$ cat config.mk
export PLATFORM = sky130hd
export DESIGN_NAME = sync_mem_arbiter
export DESIGN_NICKNAME = d
export VERILOG_FILES = /design/src/rtl/sync_mem_arbiter.sv
export SDC_FILE = /design/constraint.sdc
export NUM_CORES = 1
export LEC_CHECK = 0
export ABC_AREA = 0
export CAP_MARGIN = 40
export CORE_UTILIZATION = 45
export CTS_BUF_LIST = sky130_fd_sc_hd__clkbuf_8
export DETAILED_ROUTE_END_ITERATION = 8
export GPL_TIMING_DRIVEN = 0
export PLACE_DENSITY = 0.86
export SLEW_MARGIN = 20
export SYNTH_ARGS = -nofsm -noshare
export SYNTH_HDL_FRONTEND = slang
export SYNTH_SLANG_ARGS = --single-unit
$ cat constraint.sdc
create_clock -name clock -period 3.3 [get_ports clock]
set_input_delay 0.33 -clock clock [delete_from_list [all_inputs] [get_ports clock]]
set_output_delay 0.33 -clock clock [all_outputs]
set_load 0.02 [all_outputs]
$ cat src/rtl/sync_mem_arbiter.sv
`default_nettype none
// ============================================================================
// Module   : sync_mem_arbiter
// Brief    : Two-port round-robin arbiter and sequencer for one single-port
//            synchronous memory. One transaction is in flight at a time; each
//            requester sees a valid/ready request and a one-cycle response.
// Revision : 1.0 - initial release
// ============================================================================
module sync_mem_arbiter #(
    parameter int DEPTH        = 4,
    parameter int WIDTH        = 8,
    parameter int READ_LATENCY = 1
) (
    input  logic             clock,
    input  logic             resetN,
    input  logic             req0Valid,
    input  logic             req0Write,
    input  logic [DEPTH-1:0] req0Address,
    input  logic [WIDTH-1:0] req0WriteData,
    output logic             req0Ready,
    input  logic             req1Valid,
    input  logic             req1Write,
    input  logic [DEPTH-1:0] req1Address,
    input  logic [WIDTH-1:0] req1WriteData,
    output logic             req1Ready,
    output logic             rsp0Valid,
    output logic [WIDTH-1:0] rsp0Data,
    output logic             rsp1Valid,
    output logic [WIDTH-1:0] rsp1Data,
    output logic             memWriteEnable,
    output logic [DEPTH-1:0] memAddress,
    output logic [WIDTH-1:0] memWriteData,
    input  logic [WIDTH-1:0] memReadData
);

    // Down-counter spans READ_LATENCY WAIT cycles: loaded with LATENCY-1, exits at 0.
    localparam int c_cntWidth = (READ_LATENCY > 1) ? $clog2(READ_LATENCY) : 1;
    localparam logic [c_cntWidth-1:0] c_waitLoad = c_cntWidth'(READ_LATENCY - 1);

    typedef enum logic [1:0] {
        S_IDLE    = 2'd0,
        S_ACCESS  = 2'd1,
        S_WAIT    = 2'd2,
        S_RESPOND = 2'd3
    } stateType;

    stateType              r_state;
    stateType              w_nextState;
    logic                  r_owner;      // 0 = requester 0, 1 = requester 1
    logic                  r_isWrite;
    logic                  r_pointer;    // requester with priority on a tie
    logic [DEPTH-1:0]      r_address;
    logic [WIDTH-1:0]      r_writeData;
    logic [c_cntWidth-1:0] r_waitCount;
    logic [WIDTH-1:0]      r_rsp0Data;
    logic [WIDTH-1:0]      r_rsp1Data;
    logic                  w_grant0;
    logic                  w_grant1;

    assign memAddress   = r_address;
    assign memWriteData = r_writeData;
    assign rsp0Data     = r_rsp0Data;
    assign rsp1Data     = r_rsp1Data;

    // State register; asynchronous clear returns to IDLE mid-transaction.
    always_ff @(posedge clock or negedge resetN) begin
        if (!resetN) begin
            r_state <= S_IDLE;
        end else begin
            r_state <= w_nextState;
        end
    end

    // Grant, next-state and handshake outputs. Readies are gated by resetN so
    // nothing looks accepted while reset is held.
    always_comb begin
        w_nextState    = r_state;
        w_grant0       = 1'b0;
        w_grant1       = 1'b0;
        req0Ready      = 1'b0;
        req1Ready      = 1'b0;
        rsp0Valid      = 1'b0;
        rsp1Valid      = 1'b0;
        memWriteEnable = 1'b0;
        case (r_state)
            S_IDLE: begin
                w_grant0  = resetN && req0Valid && (!req1Valid || !r_pointer);
                w_grant1  = resetN && req1Valid && (!req0Valid ||  r_pointer);
                req0Ready = w_grant0;
                req1Ready = w_grant1;
                if (w_grant0 || w_grant1) begin
                    w_nextState = S_ACCESS;
                end
            end
            S_ACCESS: begin
                memWriteEnable = r_isWrite;
                w_nextState    = r_isWrite ? S_RESPOND : S_WAIT;
            end
            S_WAIT: begin
                if (r_waitCount == '0) begin
                    w_nextState = S_RESPOND;
                end
            end
            S_RESPOND: begin
                rsp0Valid   = !r_owner;
                rsp1Valid   =  r_owner;
                w_nextState = S_IDLE;
            end
            default: w_nextState = S_IDLE;
        endcase
    end

    // Transaction latch, latency counter, response data and round-robin pointer.
    always_ff @(posedge clock or negedge resetN) begin
        if (!resetN) begin
            r_owner     <= 1'b0;
            r_isWrite   <= 1'b0;
            r_pointer   <= 1'b0;
            r_address   <= '0;
            r_writeData <= '0;
            r_waitCount <= '0;
            r_rsp0Data  <= '0;
            r_rsp1Data  <= '0;
        end else begin
            case (r_state)
                S_IDLE: begin
                    if (w_grant0 || w_grant1) begin
                        r_owner     <= w_grant1;
                        r_isWrite   <= w_grant1 ? req1Write     : req0Write;
                        r_address   <= w_grant1 ? req1Address   : req0Address;
                        r_writeData <= w_grant1 ? req1WriteData : req0WriteData;
                    end
                end
                S_ACCESS: begin
                    r_waitCount <= c_waitLoad;
                    // A write response carries zero data, set up ahead of RESPOND.
                    if (r_isWrite) begin
                        if (r_owner) begin
                            r_rsp1Data <= '0;
                        end else begin
                            r_rsp0Data <= '0;
                        end
                    end
                end
                S_WAIT: begin
                    if (r_waitCount == '0) begin
                        if (r_owner) begin
                            r_rsp1Data <= memReadData;
                        end else begin
                            r_rsp0Data <= memReadData;
                        end
                    end else begin
                        r_waitCount <= r_waitCount - 1'b1;
                    end
                end
                S_RESPOND: begin
                    r_pointer <= ~r_owner;
                end
                default: ;
            endcase
        end
    end

endmodule
`default_nettype wire

==> PnR_summary.wiki <==
{| class="wikitable"
! Metric !! Value
|-
| Family of cells with the greatest summed delay on the critical path || buffers and inverters
|-
| Cells traversed along the worst timing path || dlygate4sd3_1 -> buf_2 -> nand3_2 -> or2_1 -> buf_6 -> buf_6 -> inv_1 -> clkdlybuf4s50_1
|-
| CTS tree || built
|-
| Worst R2R Start || r_state[0]
|-
| Most frequent standard cell in the layout excluding fill and tap cells || sky130_fd_sc_hd__clkdlybuf4s50_1
|-
| Final routed DRC violation total || 0
|-
| Setup crit end kind || primary output
|-
| Share of cells above drive strength 1 || 0.08372
|-
| Number of routed nets with antenna violations || 0
|-
| Global-route wire length before repair || 6334 um
|-
| Per-instance average area after synthesis || 11.73 um^2
|-
| Number of endpoints failing setup at the final stage || 0
|-
| Worst R2R End || memWriteData[0]
|-
| Root Buffer Master || sky130_fd_sc_hd__clkbuf_8
|-
| Post-route clock skew || ~0.0039 ns
|-
| Crit path buffers/inverters || 6
|-
| Hold Violations, Final || 0
|-
| Number of placed I/O pins || 71
|-
| Chip Height || ~61 um
|-
| Sum of net half-perimeters after detailed placement || between 2000 and 3000 um
|-
| Number of storage elements in the synthesis netlist || 33
|-
| Die width || 61.33 um
|-
| Deepest clock path buffer count || 2
|-
| Post-CTS resize count || 0
|-
| Worst Tran Pin Value || 0.6763 ns
|-
| Clock network fraction of design power || 0.133
|-
| Tightest slew margin relative to the limit || 0.5471
|-
| Worst skew pair latency || 0.29 ns
|-
| Standard cell area after detailed placement || 2365 um^2
|-
| Max H-tree Level || 2
|-
| Clock transition at path regs || roughly 0.070 ns
|-
| Result of the run || complete, no violations
|-
| Remaining Overflow, GRT || 0
|-
| Net switching power figure || between 0.0008 and 0.0009 W
|-
| Pin count of the biggest net entering global routing || 26
|-
| Routability congestion estimate || just under 0.8
|-
| Vias in the first global route || 1447
|-
| Port-buffer cells || 70
|-
| Routed via count divided by cell count || approximately 5.5
|-
| Setup repair after global routing missed its margin || false
|-
| Highest-count cells in the layout ignoring fill and taps || sky130_fd_sc_hd__clkdlybuf4s50_1, sky130_fd_sc_hd__dfrtp_1, sky130_fd_sc_hd__nor2b_1, sky130_fd_sc_hd__o2bb2ai_1
|-
| Number of distinct library cell variants in the gate-level netlist after synthesis || 26
|-
| Max-cap viol count || 0
|-
| Full die area || 3761 um^2
|-
| Std-Cell Rows || 21
|-
| Critical setup path kind || in2out
|-
| Worst IR drop on VDD || 0.0004713 V
|-
| Max-slew violation count || 0
|-
| Synthesized cell area || 1584 um^2
|-
| Required arrival time at the worst endpoint || about 3.0 ns
|-
| Sequential element share of the synthesized area || 0.5213
|-
| Leak Pwr || 1.009 nW
|-
| Number of buffers inserted during clock tree synthesis || 5
|-
| Hold Worst Slack || 0.4817 ns
|-
| Hold Path Class || in2async
|-
| Number of buffers inserted to repair setup after CTS || 0
|-
| Most frequent CP cell || sky130_fd_sc_hd__buf_6
|-
| Number of fill cells || 256
|-
| Number of antenna violations at the first check in global routing || 0
|-
| Power per cell area || 906.3 nW/um^2
|-
| Total wire length after detailed routing || 3939 um
|-
| Crit path launch type || primary input
|-
| Post-place setup slack || roughly 0.81 ns
|-
| Arrival time reported for the critical path endpoint || 2.51 ns
|-
| Clock sink count || 33
|-
| Drt pass-1 iters || 4
|-
| Worst Reg2Reg Path Length in Cells || 6
|-
| Pwr Total || 0.002231 W
|-
| Net count reported at finish || 256
|-
| Post-route minimum period || 2.837 ns
|-
| Core area || roughly 3400 um^2
|-
| Number of hold buffers added after cts || 1
|-
| Post-route non-filler standard cell count || 261
|-
| Synthesis warning total || 0
|-
| Placed insts || 252
|-
| WL per Instance || 15.09 um
|-
| Net switching fraction of the power || 0.3943
|-
| Slowest cell on the critical path || sky130_fd_sc_hd__clkdlybuf4s50_1
|-
| Combinational Power Share || 0.552
|-
| Register share of total power || 0.315
|-
| Internal Power || ~0.0014 W
|-
| Gr usage total || 0.2352
|-
| Maximum clock frequency || 352.5 MHz
|-
| Syn-to-layout area delta || 55.37%
|-
| Biggest cell delay along the critical path || a little under 0.6 ns
|-
| Syn nets || 177
|-
| Synthesized instance count || 135
|-
| Violation count after the first detailed-routing iteration || between 60 and 70
|-
| Number of antenna repair diodes || 0
|-
| Design area || 2461 um^2
|-
| Total vias in the final route || 1426
|-
| Worst-path fanout max || 13
|-
| Register-to-Register Setup Slack || 1.36 ns
|-
| Smallest setup slack after layout || 0.4633 ns
|-
| Final Cycle Share || 0.8596
|-
| Initial Utilization || 0.4710
|}
-- per-layer routing --
| metal | GRT usage | up-vias | part of all wire |
|---|---|---|---|
| met5 | 0 | - | 0 |
| met4 | 0.07619 | 0 | 0.012 |
| met3 | 0.1113 | 7 | 0.11 |
| met2 | 0.4006 | 65 | 0.48 |
| met1 | 0.2608 | 685 | 0.40 |
| li1 | - | 669 | - |
-- power groups by stage --
stage | registers (W) | logic [W] | clock network (W)
after global placement | 0.000700 | 0.00119 | 0
after floorplan | 0.000887 | 0.000517 | 0
after CTS | 0.000703 | 0.00124 | 0.000308
after detailed placement | 0.000708 | 0.00123 | 0
after global routing | 0.000725 | 0.00134 | 0.000321
final | 0.000703 | 0.00123 | 0.000297
-- worst max-delay path by stage --
| stage | startpoint | end | slack, ns | depth (start not counted) |
|---|---|---|---|---|
| 2_1_floorplan | r_state[0] | req1Ready | 1.52 | 7 |
| 3_3_place_gp | resetN | req1Ready | -0.43 | 7 |
| 3_5_place_dp | req1Valid | req1Ready | 0.81 | 7 |
| 4_1_cts | resetN | req1Ready | 0.45 | 8 |
| 5_1_grt | resetN | req1Ready | 0.36 | 8 |
| 6_report | resetN | req1Ready | 0.46 | 8 |
-- state kept, by name (all words and copies together) (netlist names) --
| name | cells |
|---|---|
| memAddress | 4 |
| memWriteData | 8 |
| r_isWrite | 1 |
| r_owner | 1 |
| r_pointer | 1 |
| r_state | 2 |
| rsp0Data | 8 |
| rsp1Data | 8 |
-- logic make-up (layout without fill, tap and decap cells) --
| group | after synthesis | count (layout) | share of synthesized area |
|---|---|---|---|
| AOI/OAI and AO/OA | 36 | 36 | 0.2030 |
| adders and majority gates | 4 | 4 | 0.03160 |
| buffers and inverters | 14 | 94 | 0.04501 |
| DFF | 33 | 33 | 0.5213 |
| muxes | 2 | 2 | 0.01422 |
| and+or+nand+nor | 46 | 46 | 0.1848 |
-- cells in the mapped netlist (all sizes together) --
cell	count	area share
inv	4	0.0095
clkbuf	4	0.0095
o21ai	3	0.0095
dfrtp	33	0.52
and2b	1	0.0047
nand2b	1	0.0040
nor3b	13	0.062
a311o	13	0.082
or2	1	0.0040
ha	4	0.032
o2bb2ai	14	0.077
nand3	8	0.028
o211ai	2	0.0095
and4	1	0.0055
nor2	1	0.0024
buf	6	0.026
mux2	2	0.014
o211a	1	0.0063
nand2	3	0.0071
and2	3	0.012
a32o	2	0.013
nor2b	14	0.055
a211o	1	0.0055
-- layout make-up --
class / instances / area [um^2] / share of cell area
flip-flops and latches: 33 / 825.8 / 0.3355
repair buffers: 72 / 733.2 / 0.2979
multi-input cells: 88 / 686.9 / 0.2791
clock buffers: 5 / 68.82 / 0.02796
well taps: 46 / 57.56 / 0.02339
plain buffers: 10 / 56.30 / 0.02288
clock inverters: 3 / 17.52 / 0.007117
inverters: 4 / 15.01 / 0.006101
-- worst register-to-register path, stage by stage (launching register included) --
cell and delay [ns]:
sky130_fd_sc_hd__dfrtp_1 0.42, sky130_fd_sc_hd__inv_1 0.11, sky130_fd_sc_hd__ha_1 0.29, sky130_fd_sc_hd__o211a_1 0.36, sky130_fd_sc_hd__buf_2 0.30, sky130_fd_sc_hd__nor2b_1 0.08, sky130_fd_sc_hd__a311o_1 0.27
-- stage by stage --
step	utilization	TNS, ns
2_1_floorplan	-	0
3_3_place_gp	0.6964	-0.4344
3_5_place_dp	0.7031	0
4_1_cts	0.7318	0
5_1_grt	0.7318	0
6_report	0.7318	0
Power figures use the tool's default switching activity.
